--- src/rtl/mem_reader.sv ---
// mem_reader: DMA readback engine. Reads a run of consecutive entries from one
// parameter-memory block and streams each entry as 13 AXIS words in the same
// format the memory writer consumes (block, address, 11 field words).
module mem_reader #(
  parameter int NB      = 32,
  parameter int MEM_LAT = 2
) (
  input  logic                  clk,
  input  logic                  rstn,
  output logic                  m_axis_tvalid,
  input  logic                  m_axis_tready,
  output logic [31:0]           m_axis_tdata,
  output logic                  m_axis_tlast,
  output logic [$clog2(NB)-1:0] mem_sel,
  output logic [15:0]           mem_addr,
  input  logic [255:0]          mem_dout,
  input  logic                  START_REG,
  input  logic [$clog2(NB)-1:0] BLOCK_REG,
  input  logic [15:0]           ADDR_REG,
  input  logic [15:0]           LEN_REG,
  output logic                  BUSY_REG
);

  localparam int BW = $clog2(NB);
  localparam int LW = (MEM_LAT > 1) ? $clog2(MEM_LAT) : 1;

  typedef enum logic [2:0] {
    IDLE,
    FETCH,
    CAPTURE,
    SEND,
    END
  } state_t;

  state_t          state_r, state_n;
  logic [1:0]      sync_r;
  logic            start_s;
  logic [BW-1:0]   blk_r, blk_n;
  logic [15:0]     addr_r, addr_n;
  logic [15:0]     rem_r, rem_n;
  logic [LW-1:0]   lat_r, lat_n;
  logic [3:0]      wcnt_r, wcnt_n;
  logic [183:0]    entry_r, entry_n;
  logic            tvalid_n, tlast_n, busy_n;
  logic [31:0]     tdata_n;
  logic [BW-1:0]   mem_sel_n;
  logic [15:0]     mem_addr_n;

  // Entry bits above CTRL are reserved and never streamed out.
  logic unused_hi;
  assign unused_hi = ^mem_dout[255:184];

  assign start_s = sync_r[1];

  // Word map of one entry: block, address, then the packed fields.
  function automatic logic [31:0] word_at(input logic [3:0]    idx,
                                          input logic [183:0]  e,
                                          input logic [BW-1:0] b,
                                          input logic [15:0]   a);
    logic [31:0] w;
    case (idx)
      4'd0:    w = 32'(b);
      4'd1:    w = 32'(a);
      4'd2:    w = 32'(e[17:0]);
      4'd3:    w = 32'(e[35:18]);
      4'd4:    w = 32'(e[53:36]);
      4'd5:    w = 32'(e[71:54]);
      4'd6:    w = 32'(e[89:72]);
      4'd7:    w = 32'(e[107:90]);
      4'd8:    w = 32'(e[125:108]);
      4'd9:    w = 32'(e[141:126]);
      4'd10:   w = 32'(e[157:142]);
      4'd11:   w = 32'(e[175:158]);
      4'd12:   w = 32'(e[183:176]);
      default: w = '0;
    endcase
    return w;
  endfunction

  // Two-flop resynchroniser for the asynchronous start level.
  always_ff @(posedge clk) begin
    if (!rstn) sync_r <= '0;
    else       sync_r <= {sync_r[0], START_REG};
  end

  // State, datapath and registered outputs.
  always_ff @(posedge clk) begin
    if (!rstn) begin
      state_r       <= IDLE;
      blk_r         <= '0;
      addr_r        <= '0;
      rem_r         <= '0;
      lat_r         <= '0;
      wcnt_r        <= '0;
      entry_r       <= '0;
      m_axis_tvalid <= 1'b0;
      m_axis_tdata  <= '0;
      m_axis_tlast  <= 1'b0;
      mem_sel       <= '0;
      mem_addr      <= '0;
      BUSY_REG      <= 1'b0;
    end else begin
      state_r       <= state_n;
      blk_r         <= blk_n;
      addr_r        <= addr_n;
      rem_r         <= rem_n;
      lat_r         <= lat_n;
      wcnt_r        <= wcnt_n;
      entry_r       <= entry_n;
      m_axis_tvalid <= tvalid_n;
      m_axis_tdata  <= tdata_n;
      m_axis_tlast  <= tlast_n;
      mem_sel       <= mem_sel_n;
      mem_addr      <= mem_addr_n;
      BUSY_REG      <= busy_n;
    end
  end

  // Next-state and next-output logic; outputs are computed one cycle ahead
  // so every port comes straight from a flop.
  always_comb begin
    state_n    = state_r;
    blk_n      = blk_r;
    addr_n     = addr_r;
    rem_n      = rem_r;
    lat_n      = lat_r;
    wcnt_n     = wcnt_r;
    entry_n    = entry_r;
    tvalid_n   = m_axis_tvalid;
    tdata_n    = m_axis_tdata;
    tlast_n    = m_axis_tlast;
    mem_sel_n  = mem_sel;
    mem_addr_n = mem_addr;
    busy_n     = BUSY_REG;

    case (state_r)
      IDLE: begin
        if (start_s) begin
          blk_n  = BLOCK_REG;
          addr_n = ADDR_REG;
          rem_n  = LEN_REG;
          busy_n = 1'b1;
          if (LEN_REG == 16'd0) begin
            state_n = END;
          end else begin
            state_n    = FETCH;
            mem_sel_n  = BLOCK_REG;
            mem_addr_n = ADDR_REG;
            lat_n      = '0;
          end
        end
      end

      FETCH: begin
        if (lat_r == LW'(MEM_LAT - 1)) state_n = CAPTURE;
        else                           lat_n   = lat_r + 1'b1;
      end

      CAPTURE: begin
        entry_n  = mem_dout[183:0];
        wcnt_n   = '0;
        tvalid_n = 1'b1;
        tdata_n  = word_at(4'd0, entry_r, blk_r, addr_r);
        tlast_n  = 1'b0;
        state_n  = SEND;
      end

      SEND: begin
        if (m_axis_tvalid && m_axis_tready) begin
          if (wcnt_r != 4'd12) begin
            // The following word reads the entry register, which is
            // already loaded here since CAPTURE preceded this state.
            wcnt_n  = wcnt_r + 4'd1;
            tdata_n = word_at(wcnt_r + 4'd1, entry_r, blk_r, addr_r);
            tlast_n = (wcnt_r == 4'd11) && (rem_r == 16'd1);
          end else begin
            tvalid_n = 1'b0;
            tlast_n  = 1'b0;
            if (rem_r > 16'd1) begin
              rem_n      = rem_r - 16'd1;
              addr_n     = addr_r + 16'd1;
              mem_sel_n  = blk_r;
              mem_addr_n = addr_r + 16'd1;
              lat_n      = '0;
              state_n    = FETCH;
            end else begin
              busy_n  = 1'b0;
              state_n = END;
            end
          end
        end
      end

      END: begin
        tvalid_n = 1'b0;
        busy_n   = 1'b0;
        if (!start_s) state_n = IDLE;
      end

      default: state_n = IDLE;
    endcase
  end

endmodule

--- config.mk ---
export PLATFORM = sky130hd
export DESIGN_NAME = mem_reader
export DESIGN_NICKNAME = d
export VERILOG_FILES = /design/src/rtl/mem_reader.sv
export SDC_FILE = /design/constraint.sdc
export NUM_CORES = 1
export LEC_CHECK = 0
export BUFFER_PORTS_ARGS = -buffer_cell sky130_fd_sc_hd__buf_4
export CAP_MARGIN = 10
export CORE_MARGIN = 2
export CORE_UTILIZATION = 35
export CTS_BUF_LIST = sky130_fd_sc_hd__clkbuf_8
export DETAILED_ROUTE_END_ITERATION = 8
export GPL_TIMING_DRIVEN = 0
export PLACE_DENSITY = 0.68
export RECOVER_POWER = 100
export SLEW_MARGIN = 0
export SYNTH_ARGS = -nofsm -noshare
export SYNTH_HDL_FRONTEND = slang
export SYNTH_SLANG_ARGS = --single-unit
--- constraint.sdc ---
create_clock -name clk -period 6.6 [get_ports clk]
set_input_delay 0.33 -clock clk [delete_from_list [all_inputs] [get_ports clk]]
set_output_delay 0.33 -clock clk [all_outputs]
set_load 0.03 [all_outputs]
; Yosys cells after proc, flatten, opt, wreduce, memory -nomap -nowiden
; Index checks and enable logic that the tools add are counted.
; W data, S select, Z words.
[word_totals]
regBits = 287
inputBits = 297
out_inout_bits = 56
elab_cells = 118
[op_classes]
addsub = 4
n_lt_le_gt_ge = 1
n_eq_ne = 28
mux = 52
reduce_logical = 19
[op_table]
columns = operator, n
row1 = $pmux W18 S13, 1
row2 = $mux W16, 10
row3 = $pmux W16 S2, 3
row4 = $mux W32, 2
row5 = $pmux W32 S2, 1
row6 = $mux W5, 5
row7 = $eq A4 B4 Y1 const B, 6
row8 = $mux W3, 7
row9 = $ne A2 B2 Y1 const B, 9
row10 = $add A16 B1 Y16 const B, 1
row11 = $eq A16 B1 Y1 const B, 1
row12 = $eq A4 B3 Y1 const B, 4
row13 = $gt A16 B1 Y1 const B, 1
row14 = $logic_not A16 Y1, 1
row15 = $sub A16 B1 Y16 const B, 1
row16 = $pmux W3 S5, 1
row17 = $reduce_and A5 Y1, 3
row18 = $mux W1, 14
row19 = $reduce_and A6 Y1, 2
row20 = $pmux W5 S2, 1
row21 = $pmux W1 S3, 3
row22 = $reduce_bool A3 Y1, 3
row23 = $eq A4 B2 Y1 const B, 2
row24 = $mux W4, 2
row25 = 15 further kinds, 20

; Logic depth before layout (Yosys ltp)
; Gate-level depths: netlist (run 1).
[depth]
word_depth = 6
mapped_depth = 11
mapped_depth_nobuf = 8

; Worst setup path after synthesis (run 1)
; No wires, ideal clock.
[synth_path]
kind = reg-to-reg
startpoint = register wcnt_r[1]
endpoint = register m_axis_tdata[0]
setup_ns = 0.115
arrival_time_ns = 2.200
required_time_ns = 6.485
path_slack_ns = 4.285
stages_incl_launch_ff = 11
n_path_buf = 2
synth_period_minus_slack_ns = 2.315
path_cell_list = dfxtp_1 -> buf_2 -> inv_1 -> ha_1 -> clkbuf_1 -> a222oi_1 -> mux2_2 -> nor2_1 -> a2111oi_0 -> nand4_1 -> and3_1
[synth_via]
elab_chain_cells = 6
elab_cells_between_ends = 21
cone_classes = 1 x add/sub / 14 x eq/ne / 4 x mux / 2 x reduce/logical
[synth_rtl]
columns = item, line
row1 = "start, declared", 42  ; logic [3:0] wcnt_r, wcnt_n;
row2 = "start signal, assigned", 108  ; wcnt_r <= wcnt_n;
row3 = $add A4 B1 Y4, 174  ; tdata_n = word_at(wcnt_r + 4'd1, entry_r, blk_r, addr_r);
row4 = "$eq A4 B4 Y1, or another cell as far along", 61  ; case (idx)
row5 = $pmux W18 S13, 61
row6 = $mux W32, 170  ; if (wcnt_r != 4'd12) begin
row7 = $mux W32, 169  ; if (m_axis_tvalid && m_axis_tready) begin
row8 = $pmux W32 S2, 136  ; case (state_r)
row9 = "end signal, assigned", 111  ; m_axis_tdata <= tdata_n;
row10 = "end, declared", 12  ; output logic [31:0] m_axis_tdata,
; Several ways; a longest one is shown, not always the timed one. The select of a mux whose other input is x is not followed.
; A chain may end at the register's enable or synchronous reset.

; Worst setup path in the final report (run 1)
[layout_path]
startpoint = register wcnt_r[0]
endpoint = register m_axis_tdata[7]
; Same word-level chain as after synthesis.

==> results of run 1 <==
per-stage QoR:
stage               hold WS, ns  utilization  setup slack, ns  instances
CTS                    0.000111        0.491             3.03       2791
detailed placement        0.436        0.425             3.06       2562
finish                  0.00409        0.487             2.27       2798
floorplan                 0.412            -             4.28       1786
global placement          0.423        0.425             2.88       2562
global route            0.00150        0.487             2.19       2798
registers in the layout (all words and copies together), names as in the netlist:
signal,flops
lat_r,1
wcnt_r,4
entry_r,184
blk_r,5
m_axis_tvalid,1
addr_r,16
mem_addr,16
m_axis_tlast,1
m_axis_tdata,18
sync_r,2
state_r,3
mem_sel,5
BUSY_REG,1
rem_r,16
routing by layer:
metal  wire, um  GRT usage  share of wire  up-vias
li1           -          -              -     7220
met1      27900      0.428           0.41     7480
met2      31300      0.560           0.46      862
met3       6010     0.0649          0.088      172
met4       3320      0.157          0.048        4
met5         27          0        0.00039        -
worst paths after layout:
check        depth (start not counted)         endpoint  slack, ns           from
min                                  3     entry_r[106]      0.004  mem_dout[106]
max                                  9  m_axis_tdata[7]       2.27      wcnt_r[0]
max reg2reg                          9  m_axis_tdata[7]       2.27      wcnt_r[0]
min reg2reg                          1        sync_r[1]       0.46      sync_r[0]
final cells by class:
type                       count  area [um2]
fill                        3785       19200
multi-input combinational   1342        7100
sequential                   273        5470
timing repair buffer         413        3310
clock buffer                  58         798
buffer                       155         663
tap                          511         639
clock inverter                29         229
inverter                      16        60.1
antenna                        1        2.50
cell families after synthesis:
logic type,synth area share
mux,0.0146
compound gates,0.264
fa+ha+maj,0.00849
xor+xnor,0.00924
other cells,0.000283
flops,0.412
buf+inv,0.0553
simple gates,0.236
cells in the mapped netlist (all sizes together), types with 3 or more instances:
library cell | instances | share of area
clkbuf | 103 | 0.029
a2111oi | 5 | 0.0033
and2 | 12 | 0.0058
o21a | 12 | 0.0068
xor2 | 4 | 0.0026
xnor2 | 10 | 0.0066
nor3b | 4 | 0.0026
o31a | 4 | 0.0026
a21o | 13 | 0.0074
nand3 | 59 | 0.022
mux2 | 11 | 0.0093
a21oi | 260 | 0.099
nand4 | 28 | 0.013
buf | 52 | 0.022
and3 | 15 | 0.0071
a222oi | 6 | 0.0045
a32oi | 18 | 0.012
nor3 | 20 | 0.0079
a22o | 27 | 0.018
dfxtp | 273 | 0.41
a31o | 6 | 0.0040
inv | 15 | 0.0042
nor2b | 3 | 0.0014
o22ai | 7 | 0.0033
o31ai | 7 | 0.0040
a211oi | 13 | 0.0083
a221o | 4 | 0.0030
a21boi | 5 | 0.0028
nor2 | 55 | 0.016
a221oi | 16 | 0.011
a32o | 6 | 0.0045
a31oi | 7 | 0.0033
ha | 9 | 0.0085
and4 | 8 | 0.0053
a311oi | 10 | 0.0066
or3 | 3 | 0.0014
nand2b | 3 | 0.0014
nor4 | 9 | 0.0047
o211ai | 5 | 0.0028
o21ai | 68 | 0.026
a22oi | 38 | 0.022
nand2 | 515 | 0.15
mux2i | 7 | 0.0053
cell usage in the layout, fill, tap and decap left out, drive strengths merged, types with 6 or more instances in the layout:
master,synthesis,routed
nand2,515,515
dfxtp,273,273
buf,52,263
a21oi,260,260
clkbuf,103,215
dlygate4sd3,0,148
o21ai,68,68
nand3,59,59
nor2,55,55
a22oi,38,38
inv,15,34
nand4,28,28
a22o,27,27
nor3,20,20
a32oi,18,18
a221oi,16,16
and3,15,15
conb,1,14
a21o,13,13
a211oi,13,13
o21a,12,12
and2,12,12
mux2,11,11
xnor2,10,10
a311oi,10,10
ha,9,9
nor4,9,9
and4,8,8
mux2i,7,7
a31oi,7,7
o22ai,7,7
o31ai,7,7
a32o,6,6
a222oi,6,6
clkinv,1,6
a31o,6,6
tightest hold or removal path, delay by kind of cell:
| kind | cells | cell delay [ns] |
|---|---|---|
| compound gates | 1 | 0.05 |
| buf+inv | 1 | 0.11 |
| simple gates | 1 | 0.05 |
power by group through the flow:
stage,combinational [uW],clock (uW),sequential (uW)
finish,768,1680,1870
global route,833,1770,1880
CTS,773,1700,1870
detailed placement,703,0,1900
global placement,696,0,1900
floorplan,374,0,1880
==> results, run 1 <==
- The run finished, with violations left.
- The checks that failed: max-capacitance violations, max-slew violations.
- Summed over all nets, the half-perimeter wirelength after detailed placement is 51100 um.
- For the finished layout, the period the worst path requires is 4.33 ns.
- The power share of the clock group is 0.390.
- The overall power is 4320 uW.
- The share of total power dissipated in combinational logic is 0.178.
- Synthesis produced a netlist whose cell count is 1773.
- The post-route standard cell area excluding fillers is 18300 um2.
- The detailed router finished its first iteration with 1601 violations.
- The total power per unit cell area is 237 nW/um2.
- The final layout contains 2556 nets.
- The count of endpoints failing setup in the final report is 0.
- The clock tree from TritonCTS is done.
- Summed over all cells, the static leakage comes to 0.00662 uW.
- The tightest min-delay check is of the in -> reg type.
- The internal power of the cells totals 3010 uW.
- Setup repair after global routing left no endpoint under its margin.
- The maximum operating frequency is 231 MHz.
- The transition at the pin with the smallest max-transition slack is 1.86 ns.
- The clock-pin slew reported for the worst setup and hold paths after clock tree synthesis is 0.06 ns.
- The total overflow left after global routing is 0.
- The number of core rows is 71.
- The via count of the first global-routing pass was 15282.
- The share of synthesized area occupied by flip-flops and latches is 0.412.
- The post-synthesis cell area is 13300 um2.
- A synthesized cell averages 7.48 um2.
- Routability-driven placement finished with a final weighted congestion of 0.998.
- The count of input and output buffers is 265.
- The first global-routing pass estimated 97600 um of wire.
- The synthesis-to-finish area growth is 37.7%.
- Across every metal layer, demand over resource in global routing totals 0.339.
- In the routed layout, each cell is associated on average with a via count of 5.62.
- The max-slew violation count is 10.
- The die extent in x is 199 um.
- The relative max-transition margin is -0.252.
- Traced cell by cell, the critical path runs through clkbuf_1 > inv_1 > ha_1 > clkbuf_1 > clkbuf_1 > o32ai_1 > a21oi_1 > o21ai_0 > a221oi_1.
- The count of cell types in the netlist is 71.
- On the critical path the largest part of the delay comes from compound AO/OA/AOI/OAI gates.
- The core box area is 37500 um2.
- For this design the top-level I/O count stands at 353.
- The kind of capture point of the worst setup path is a register.
- The final hold violation count was 0.
- The number of sinks handled by clock tree synthesis is 273.
- The maximum buffer depth of the clock tree is 3.
- The number of buffers created by CTS is 49.
- Of the total power, registers draw 0.433.
- The initial antenna violation count was 3.
- The root buffer selected by CTS is sky130_fd_sc_hd__clkbuf_8.
- Adding up every negative setup slack in the final design gives 0 ns.
- From bottom edge to top edge, the die measures 199 um.
- The detailed-router iteration count before antenna repair is 6.
- STA classifies the critical path startpoint as a register.
- The slowest stage of the critical path is the sky130_fd_sc_hd__o21ai_0 cell.
- The routed layout has 15738 vias.
- The predominant post-synthesis flop cell is sky130_fd_sc_hd__dfxtp_1.
- The number of buffer and inverter stages on the critical path is 4.
- The share of total power consumed by net switching is 0.304.
- The H-tree was split into 2 levels.
- In the final routed layout, each cell accounts on average for 24.5 um.
- The number of buffers inserted to repair setup after CTS is 0.
- The critical path in this run is classified as reg -> reg.
- The number of synthesized flops with an enable pin is 0.
- The number of resized instances in the post-cts repair step is 0.
- IR analysis of the VDD net gives a maximum drop of 0.131 mV.
- The total die area is 39500 um2.
- The remaining routing DRC violations is 0.
- The worst path arrival time is 4.70 ns.
- Clock skew on the completed layout was measured at 0.0328 ns.
- The fraction of layout cells with a size suffix above 1 is 0.153.
- The fraction of the cycle the final worst path needs is 0.656.
- The cell type with the highest occurrence count on the critical path is sky130_fd_sc_hd__clkbuf_1.
- The share of synthesized flip-flops with an asynchronous set or reset is 0.
- Data on the critical path is required at its endpoint by 6.97 ns.
- The initial core utilization is 0.354.
- The number of hold buffers added after CTS is 142.
- On the worst path, the slowest cell contributes a delay of 1.42 ns.
- After synthesis the netlist holds a flip-flop and latch count of 273.
- The later pin in the worst-skew pair is clocked with a latency of 0.61 ns.
- The count of nets left with antenna violations once routing finished came out at 0.
- Yosys printed 0 warnings.
- In this run the cell area measured after placement is 15900 um2.
- The maximum number of pins on one net before global-route repair is 13.
- Across the run, the number of max-cap violations was 1.
- The routed design has 68500 um of wire.
- Summed over all nets, the switching power comes to 1310 uW.
- Along the worst path, the maximum fanout reaches 10.
Power figures use the tool's default switching activity.
==> run 2, diff against run 1 <==
--- a/config.mk
+++ b/config.mk
@@ -5,6 +5,7 @@
 export SDC_FILE = /design/constraint.sdc
 export NUM_CORES = 1
 export LEC_CHECK = 0
+export ABC_AREA = 1
 export BUFFER_PORTS_ARGS = -buffer_cell sky130_fd_sc_hd__buf_4
 export CAP_MARGIN = 10
 export CORE_MARGIN = 2
==> constraint.sdc (replaced) <==
create_clock -name clk -period 4.3 [get_ports clk]
set_input_delay 0.215 -clock clk [delete_from_list [all_inputs] [get_ports clk]]
set_output_delay 0.215 -clock clk [all_outputs]
set_load 0.03 [all_outputs]
==> run 2 against run 1 <==
Net effect: the flow now finishes without violations; synthesized cell count increased by 15%; sequential share of layout area shrank 1.0 points; wire length fell by 5.9%; global-route usage down 2.8 points; sequential power increased by 84%; combinational power rose to 4.2 times the previous value; largest cell class unchanged.
==> results, run 2 <==
- The number of levels the H-tree was split into is 2 (unchanged).
- The switching component of the power is 3710 uW (was 1310 uW).
- The kind of capture point of the worst setup path was a register (unchanged).
- The commonest non-fill, non-tap cell in the layout is sky130_fd_sc_hd__nor2_1 (was sky130_fd_sc_hd__nand2_1).
- The fraction of layout cells with a size suffix above 1 was 0.140 (was 0.153).
- The clock insertion delay at the later pin of the skew report is 0.62 ns (was 0.61 ns).
- The maximum fanout count along the critical path is 10 (unchanged).
- The worst endpoint required time came to 4.80 ns (was 6.97 ns).
- The number of instances in the synthesized netlist is 2032 (was 1773).
- The slack of the worst reg-to-reg path is 1.12 ns (was 2.27 ns).
- The final cell count without fillers is 3105 (was 2798).
- The total placed instance area is 16100 um2 (was 15900 um2).
- The remaining routing DRC violations is 0 (unchanged).
- The startpoint of the lowest-slack register-to-register path is state_r[0] (was wcnt_r[0]).
- The total power per unit cell area was 478 nW/um2 (was 237 nW/um2).
- The count of nets after finishing is 2868 (was 2556).
- The count of endpoints failing setup in the final report is 0 (unchanged).
- The initial antenna violation count is 0 (was 3).
- The final hold violation count was 0 (unchanged).
- The count of fill cells added during filler insertion is 3734 (was 3785).
- The max-slew violation count is 0 (was 10).
- The ratio of routed vias to standard cells came to 5.21 (was 5.62).
- The proportion of netlist area held by the largest area contributor is 0.406 (was 0.412).
- The share of total power consumed by net switching is 0.411 (was 0.304).
- The utilization after layout is 0.501 (was 0.487).
- Top area cells in the synthesized netlist: sky130_fd_sc_hd__dfxtp_1 (41%), sky130_fd_sc_hd__nor2_1 (15%), sky130_fd_sc_hd__o21ai_0 (9.1%), sky130_fd_sc_hd__nand2_1 (8.9%), sky130_fd_sc_hd__nand4_1 (7.2%) (was sky130_fd_sc_hd__dfxtp_1 (41%), sky130_fd_sc_hd__nand2_1 (15%), sky130_fd_sc_hd__a21oi_1 (9.7%), sky130_fd_sc_hd__clkbuf_1 (2.9%), sky130_fd_sc_hd__o21ai_0 (2.4%)).
- RSZ-0062 raised after global routing: no (unchanged).
- The post-synthesis adder-cell area fraction was 0.00836 (was 0.00849).
- The count of antenna diodes in the layout is 0 (was 1).
- The count of cell types in the netlist was 39 (was 71).
- The maximum buffer depth of the clock tree is 3 (unchanged).
- The launching element of the worst setup path is state_r[0] (was wcnt_r[0]).
- The number of synthesized register bits came to 273 (unchanged).
- The library cell with the highest instance count after synthesis is sky130_fd_sc_hd__nor2_1 (was sky130_fd_sc_hd__nand2_1).
- The transition at the pin with the smallest max-transition slack is 1.29 ns (was 1.86 ns).
- The total via count in the routed design is 16175 (was 15738).
- The simple-gate area share of the yosys netlist is 0.369 (was 0.236).
- The maximum operating frequency is 314 MHz (was 231 MHz).
- The number of buffers created by CTS was 48 (was 49).
- The number of cells on the worst reg-to-reg path came to 8 (was 9).
- The power share of the clock group is 0.266 (was 0.390).
- The category of the most critical setup path is reg -> reg (unchanged).
- The post-synthesis average cell area is 6.63 um2 (was 7.48 um2).
- The least setup slack across all paths after layout is 1.12 ns (was 2.27 ns).
- The detailed-router iteration count before antenna repair is 6 (unchanged).
- The maximum number of pins on one net before global-route repair is 13 (unchanged).
- The complex-gate fraction of the synthesized area is 0.121 (was 0.264).
- The half-perimeter wire length of the detailed placement result is 47200 um (was 51100 um).
- The share of synthesized flip-flops with an asynchronous set or reset is 0 (unchanged).
- The count of maximum capacitance violations came to 0 (was 1).
- Biggest regs: entry_r (184), m_axis_tdata (18) (unchanged).
- The fraction of the cycle the final worst path needs came to 0.740 (was 0.656).
- The dominant cell type by area after synthesis is sky130_fd_sc_hd__dfxtp_1 (unchanged).
- The combinational share of power is 0.353 (was 0.178).
- The total track usage is 0.312 (was 0.339).
- The number of core rows is 71 (unchanged).
- The die extent in x is 200 um (was 199 um).
- The number of resized instances in the post-cts repair step is 0 (unchanged).
- The number of ports placed on the die boundary is 353 (unchanged).
- The class of the tightest hold or removal check was in -> reg (unchanged).
- The final routed wirelength across all metal layers is 64400 um (was 68500 um).
- The root buffer selected by CTS was sky130_fd_sc_hd__clkbuf_8 (unchanged).
- The share of total power in sequential cells is 0.381 (was 0.433).
- The critical path endpoint was entry_r[65] (was m_axis_tdata[7]).
- The clock tree from TritonCTS is done (unchanged).
- The placer congestion estimate is 1.00 (was 0.998).
- The multiplexer area fraction after synthesis is 0 (was 0.0146).
- The maximum vdd ir drop is 0.237 mV (was 0.131 mV).
- Most numerous cell types in the synthesized netlist: sky130_fd_sc_hd__nor2_1 (543), sky130_fd_sc_hd__nand2_1 (321), sky130_fd_sc_hd__dfxtp_1 (273), sky130_fd_sc_hd__o21ai_0 (244), sky130_fd_sc_hd__nand4_1 (155) (was sky130_fd_sc_hd__nand2_1 (515), sky130_fd_sc_hd__dfxtp_1 (273), sky130_fd_sc_hd__a21oi_1 (258), sky130_fd_sc_hd__clkbuf_1 (103), sky130_fd_sc_hd__o21ai_0 (63)).
- The largest family of logic cells by synthesized area is simple AND/OR/NAND/NOR gates (was compound AO/OA/AOI/OAI gates).
- The total die area is 40100 um2 (was 39500 um2).
- The core box area is 37800 um2 (was 37500 um2).
- The wire length of the first global-routing pass is 95400 um (was 97600 um).
- The predominant post-synthesis flop cell was sky130_fd_sc_hd__dfxtp_1 (unchanged).
- The sum of negative setup slack is 0 ns (unchanged).
- The number of flip-flops under the largest register name is 184 (unchanged).
- The relative max-transition margin is 0.137 (was -0.252).
- The minimum clock period came to 3.18 ns (was 4.33 ns).
- The kind of start point of the critical path is a register (unchanged).
- The violation count after the first detailed-routing iteration is 1465 (was 1601).
- The setup slack at placement is 1.48 ns (was 3.06 ns).
- The register name with the most flops was entry_r (unchanged).
- The number of synthesized flops with an enable pin is 0 (unchanged).
- The average routed wire per standard cell is 20.8 um (was 24.5 um).
- The post-route clock skew is 0.0256 ns (was 0.0328 ns).
- The count of input and output buffers is 265 (unchanged).
- Result of the run: complete, no violations (was finished with violations).
- The startpoint of the worst hold path is ADDR_REG[0] (was mem_dout[106]).
- The chip height was 200 um (was 199 um).
- The Yosys warning count is 0 (unchanged).
- The post-synthesis cell area was 13500 um2 (was 13300 um2).
- The remaining number of nets flagged by the antenna check after routing is 0 (unchanged).
- The initial core utilization is 0.357 (was 0.354).
- Commonest non-fill, non-tap cells in the layout: sky130_fd_sc_hd__nor2_1 (544), sky130_fd_sc_hd__nand2_1 (322), sky130_fd_sc_hd__dfxtp_1 (273) (was sky130_fd_sc_hd__nand2_1 (515), sky130_fd_sc_hd__dfxtp_1 (273), sky130_fd_sc_hd__a21oi_1 (259)).
- The clock-pin slew reported for the worst setup and hold paths after clock tree synthesis is 0.06 ns (about the same).
- The share of synthesized area occupied by flip-flops and latches is 0.406 (was 0.412).
- The number of placed instances, taps included came to 2821 (was 2562).
- The destination of the worst register-to-register timing path is entry_r[65] (was m_axis_tdata[7]).
- The post-route standard cell area excluding fillers came to 18900 um2 (was 18300 um2).
- The final global-route overflow total came to 0 (unchanged).
- The number of sinks handled by clock tree synthesis was 273 (unchanged).
- The via count of the first global-routing pass was 15884 (was 15282).
- The design internal power is 5320 uW (was 3010 uW).
- The synthesis-to-finish area growth came to 40.4% (was 37.7%).
- The leakage power of the design is 0.00879 uW (was 0.00662 uW).
- The worst path arrival time came to 3.68 ns (was 4.70 ns).
- The post-synthesis xor/xnor area fraction is 0.00650 (was 0.00924).
## run 2: cell count changes in the layout (fill, tap and decap cells not counted), sizes merged, moves of 18 or more
cell         change
a22oi           -38
a32oi           -18
nand3           +55
nand4          +127
inv             +83
buf             +27
dlygate4sd3     +54
o21ai          +177
a22o            -27
clkbuf          -19
nor2           +494
nand2          -191
a21oi          -196
## run 2: worst min-delay path by stage
stage,to,slack [ns],depth (start not counted)
2_1_floorplan,sync_r[0],0.31,2
3_3_place_gp,sync_r[1],0.40,2
3_5_place_dp,sync_r[1],0.41,2
4_1_cts,mem_addr[0],0.008,5
5_1_grt,addr_r[0],0.05,5
6_report,mem_addr[0],0.03,5
## run 2: logic make-up (layout without fill, tap and decap cells)
family	count (synthesis)	in the layout
buf+inv	263	812
flops	273	273
other cells	1	14
xor+xnor	7	7
fa+ha+maj	9	9
simple gates	1159	1159
compound gates	320	320
## run 2: metal layers
| metal | GRT usage | wire length (um) |
|---|---|---|
| met5 | 0 | 0 |
| met2 | 0.545 | 30700 |
| met4 | 0.123 | 2480 |
| met3 | 0.0452 | 4610 |
| met1 | 0.385 | 26600 |
## run 2: timing repair
item                                   4_1_cts  5_1_grt
hold buffers                               202        0
endpoints found under the hold margin      206        0
setup buffers                                0        0
## run 2: final cells by class
cell class / count / area, um2 / share of cell area
well taps: 511 / 639 / 0.0338
multi-input cells: 1509 / 6840 / 0.362
repair buffers: 467 / 3850 / 0.204
clock inverters: 26 / 161 / 0.00854
flip-flops and latches: 273 / 5470 / 0.289
inverters: 98 / 368 / 0.0195
clock buffers: 56 / 771 / 0.0408
plain buffers: 165 / 810 / 0.0428
## run 2: metrics by stage
stage | hold WS, ns | power [uW]
3_3_place_gp | 0.404 | 6540
4_1_cts | 0.00770 | 9100
2_1_floorplan | 0.313 | 5310
5_1_grt | 0.0486 | 9540
6_report | 0.0277 | 9030
3_5_place_dp | 0.406 | 6570
## run 2: power groups by stage
stage / clock, uW / combinational [uW] / sequential (uW)
after floorplan: 0 / 1810 / 3500
after global placement: 0 / 3070 / 3470
final: 2400 / 3190 / 3440
after global routing: 2520 / 3530 / 3480
after CTS: 2420 / 3250 / 3430
after detailed placement: 0 / 3090 / 3480
## run 2: worst max-delay path: stages, from the launching register on
cell and delay (ns):
sky130_fd_sc_hd__dfxtp_1 0.31, sky130_fd_sc_hd__inv_1 0.14, sky130_fd_sc_hd__nand2_1 0.09, sky130_fd_sc_hd__nor2_1 0.97
sky130_fd_sc_hd__inv_1 0.38, sky130_fd_sc_hd__clkbuf_1 0.50, sky130_fd_sc_hd__clkbuf_1 0.37, sky130_fd_sc_hd__nor2_1 0.22
sky130_fd_sc_hd__nor2_1 0.08
==> run 3, diff against run 2 <==
--- a/config.mk
+++ b/config.mk
@@ -13,7 +13,7 @@
 export CTS_BUF_LIST = sky130_fd_sc_hd__clkbuf_8
 export DETAILED_ROUTE_END_ITERATION = 8
 export GPL_TIMING_DRIVEN = 0
-export PLACE_DENSITY = 0.68
+export PLACE_DENSITY = 0.7
 export RECOVER_POWER = 100
 export SLEW_MARGIN = 0
 export SYNTH_ARGS = -nofsm -noshare
==> constraint.sdc (replaced) <==
create_clock -name clk -period 2.9 [get_ports clk]
set_input_delay 0.145 -clock clk [delete_from_list [all_inputs] [get_ports clk]]
set_output_delay 0.145 -clock clk [all_outputs]
set_load 0.03 [all_outputs]
==> run 3 against run 2 <==
Net effect: die area is the same; clock power increased by 64%; sequential power up 49%; worst hold slack improved by 0.0054 ns; cell area is 1.4% higher; maximum frequency is 16% higher; critical path type unchanged.
==> results, run 3 (synthesis results as in run 2) <==
- The wire length of the first global-routing pass came to 96700 um (was 95400 um).
- The topmost layer with routed signal wires is met4 (unchanged).
- The least setup slack across all paths after layout is 0.150 ns (was 1.12 ns).
- The launching element of the worst setup path is wcnt_r[1] (was state_r[0]).
- The number of buffers inserted to repair setup after CTS is 0 (unchanged).
- The synthesis-to-finish area growth is 42.4% (was 40.4%).
- The slack of the worst reg-to-reg path is 0.15 ns (was 1.12 ns).
- The final routed wirelength across all metal layers is 65100 um (was 64400 um).
- The cell count along the critical path is 10 (was 8).
- The number of flip-flops under the largest register name is 184 (unchanged).
- The maximum number of pins on one net before global-route repair is 14 (was 13).
- The register name with the most flops is entry_r (unchanged).
- RSZ-0062 raised after global routing: no (unchanged).
- The maximum buffer depth of the clock tree was 3 (unchanged).
- The maximum operating frequency is 364 MHz (was 314 MHz).
- The detailed-router iteration count before antenna repair is 6 (unchanged).
- The die extent in x is 200 um (unchanged).
- The root buffer selected by CTS is sky130_fd_sc_hd__clkbuf_8 (unchanged).
- The maximum fanout count along the critical path came to 10 (unchanged).
- The cell with the biggest individual delay on the critical path is sky130_fd_sc_hd__clkbuf_1 (was sky130_fd_sc_hd__nor2_1).
- The design internal power is 8200 uW (was 5320 uW).
- The count of input and output buffers is 265 (unchanged).
- The post-route clock skew was 0.0219 ns (was 0.0256 ns).
- The maximum vdd ir drop is 0.410 mV (was 0.237 mV).
- The delay contributed by the slowest stage of the critical path is 0.67 ns (was 0.97 ns).
- The final global-route overflow total is 0 (unchanged).
- The initial antenna violation count is 1 (was 0).
- The chip height was 200 um (unchanged).
- The initial core utilization is 0.357 (unchanged).
- The violation count after the first detailed-routing iteration is 1217 (was 1465).
- The fraction of layout cells with a size suffix above 1 is 0.145 (was 0.140).
- The share of total power consumed by net switching was 0.406 (was 0.411).
- The relative max-transition margin is 0.358 (was 0.137).
- The clock-pin slew reported for the worst setup and hold paths after clock tree synthesis is 0.06 ns (about the same).
- The class of the tightest hold or removal check is in -> reg (unchanged).
- The met1 wire length is 26900 um (was 26600 um).
- The remaining number of nets flagged by the antenna check after routing came to 0 (unchanged).
- The setup slack at placement is 0.167 ns (was 1.48 ns).
- The switching component of the power came to 5610 uW (was 3710 uW).
- The count of endpoints failing setup in the final report is 0 (unchanged).
- The kind of start point of the critical path was a register (unchanged).
- The sum of negative setup slack came to 0 ns (unchanged).
- The total die area is 40100 um2 (unchanged).
- The minimum clock period is 2.75 ns (was 3.18 ns).
- The clock tree from TritonCTS is done (unchanged).
- The fraction of the cycle the final worst path needs came to 0.948 (was 0.740).
- The clock insertion delay at the later pin of the skew report is 0.62 ns (about the same).
- The cell class contributing the biggest share of worst-path delay is buffers and inverters (unchanged).
- The power share of the clock group is 0.285 (was 0.266).
- The kind of capture point of the worst setup path is a register (unchanged).
- The average routed wire per standard cell is 20.8 um (about the same).
- The number of sinks handled by clock tree synthesis is 273 (unchanged).
- The destination of the worst register-to-register timing path is m_axis_tdata[2] (was entry_r[65]).
- The commonest non-fill, non-tap cell in the layout was sky130_fd_sc_hd__nor2_1 (unchanged).
- The core box area is 37800 um2 (unchanged).
- The total track usage is 0.315 (was 0.312).
- The number of placed instances, taps included was 2821 (unchanged).
- The worst path arrival time was 3.28 ns (was 3.68 ns).
- The category of the most critical setup path was reg -> reg (unchanged).
- The transition at the pin with the smallest max-transition slack is 0.963 ns (was 1.29 ns).
- The leakage power of the design is 0.00892 uW (was 0.00879 uW).
- The ratio of routed vias to standard cells is 5.22 (was 5.21).
- The number of buffers created by CTS is 47 (was 48).
- Result of the run: complete, no violations (unchanged).
- The via count of the first global-routing pass is 16031 (was 15884).
- The total power per unit cell area is 721 nW/um2 (was 478 nW/um2).
- The count of maximum capacitance violations is 0 (unchanged).
- Commonest non-fill, non-tap cells in the layout: sky130_fd_sc_hd__nor2_1 (543), sky130_fd_sc_hd__nand2_1 (322), sky130_fd_sc_hd__dfxtp_1 (273) (was sky130_fd_sc_hd__nor2_1 (544), sky130_fd_sc_hd__nand2_1 (322), sky130_fd_sc_hd__dfxtp_1 (273)).
- The final hold violation count is 0 (unchanged).
- The total length of routed met2 wires is 30800 um (was 30700 um).
- The count of antenna diodes in the layout is 0 (unchanged).
- The number of ports placed on the die boundary is 353 (unchanged).
- The remaining routing DRC violations came to 0 (unchanged).
- The final cell count without fillers was 3125 (was 3105).
- The critical path endpoint is m_axis_tdata[2] (was entry_r[65]).
- The count of fill cells added during filler insertion is 3618 (was 3734).
- The worst endpoint required time is 3.43 ns (was 4.80 ns).
- The number of core rows is 71 (unchanged).
- The total met3 wirelength after detailed routing is 4670 um (was 4610 um).
- Cell breakdown of the critical path: inv_1 > ha_1 > clkbuf_1 > clkbuf_1 > nand3_1 > nand2_1 > nor2_1 > nand3_1 > nand2_1 > a21oi_1 (was inv_1 > nand2_1 > nor2_1 > inv_1 > clkbuf_1 > clkbuf_1 > nor2_1 > nor2_1).
- The share of total power in sequential cells is 0.371 (was 0.381).
- The placer congestion estimate is 0.997 (was 1.00).
- The half-perimeter wire length of the detailed placement result is 47300 um (was 47200 um).
- The max-slew violation count came to 0 (unchanged).
- The startpoint of the lowest-slack register-to-register path is wcnt_r[1] (was state_r[0]).
- The total via count in the routed design is 16310 (was 16175).
- The combinational share of power was 0.344 (was 0.353).
- The number of cells on the worst reg-to-reg path is 10 (was 8).
- The number of buffer and inverter stages on the critical path is 3 (was 4).
- Biggest regs: entry_r (184), m_axis_tdata (18) (unchanged).
- The number of levels the H-tree was split into is 2 (unchanged).
- The count of nets after finishing is 2882 (was 2868).
run 3: changes by cell type in the layout (fill, tap and decap cells not counted), sizes merged:
cell and delta:
dlygate4sd3 +15, inv -1, bufinv +2, clkinvlp -2, clkinv +3, clkbuf +2, buf +1
run 3: worst min path at each step:
| stage | start | end | depth (start not counted) |
|---|---|---|---|
| after floorplan | START_REG | sync_r[0] | 2 |
| after global placement | START_REG | sync_r[0] | 3 |
| after detailed placement | START_REG | sync_r[0] | 3 |
| after CTS | ADDR_REG[1] | addr_r[1] | 5 |
| after global routing | ADDR_REG[1] | addr_r[1] | 5 |
| final | ADDR_REG[1] | addr_r[1] | 5 |
run 3: power by group through the flow:
stage / Combinational, uW / Sequential, uW / Clock (uW)
floorplan: 2690 / 5180 / 0
global placement: 4540 / 5150 / 0
detailed placement: 4560 / 5170 / 0
CTS: 4820 / 5100 / 3960
global route: 5250 / 5170 / 4140
finish: 4750 / 5130 / 3940
run 3: layer usage:
| metal | vias up | track usage |
|---|---|---|
| li1 | 7769 | - |
| met3 | 160 | 0.0436 |
| met1 | 7606 | 0.393 |
| met2 | 775 | 0.548 |
| met5 | - | 0 |
| met4 | 0 | 0.126 |
run 3: worst register-to-register path: stages (launching register included):
cell and delay, ns:
sky130_fd_sc_hd__dfxtp_1 0.38, sky130_fd_sc_hd__inv_1 0.15, sky130_fd_sc_hd__ha_1 0.16, sky130_fd_sc_hd__clkbuf_1 0.37, sky130_fd_sc_hd__clkbuf_1 0.68, sky130_fd_sc_hd__nand3_1 0.32
sky130_fd_sc_hd__nand2_1 0.21, sky130_fd_sc_hd__nor2_1 0.08, sky130_fd_sc_hd__nand3_1 0.13, sky130_fd_sc_hd__nand2_1 0.08, sky130_fd_sc_hd__a21oi_1 0.13
run 3: metrics by stage:
| step | util | power (uW) | hold slack [ns] | cell area, um2 |
|---|---|---|---|---|
| after floorplan | - | 7870 | 0.243 | 13500 |
| after detailed placement | 0.428 | 9730 | 0.344 | 16100 |
| after global routing | 0.508 | 14600 | 0.0710 | 19200 |
| after CTS | 0.513 | 13900 | 0.0102 | 19400 |
| after global placement | 0.428 | 9690 | 0.342 | 16100 |
| final | 0.508 | 13800 | 0.0330 | 19200 |
run 3: timing repair:
item                                    CTS  global route
gates resized for setup                   0             7
hold buffers                            217             0
hold endpoints to repair                230             0
endpoints found under the setup margin    0             6
run 3: layout make-up:
cell class	instances	area [um2]	share of cell area
plain buffers	165	821	0.0428
clock buffers	59	812	0.0424
clock inverters	28	235	0.0123
flip-flops and latches	273	5470	0.285
repair buffers	482	4000	0.209
inverters	98	368	0.0192
well taps	511	639	0.0333
multi-input cells	1509	6830	0.356
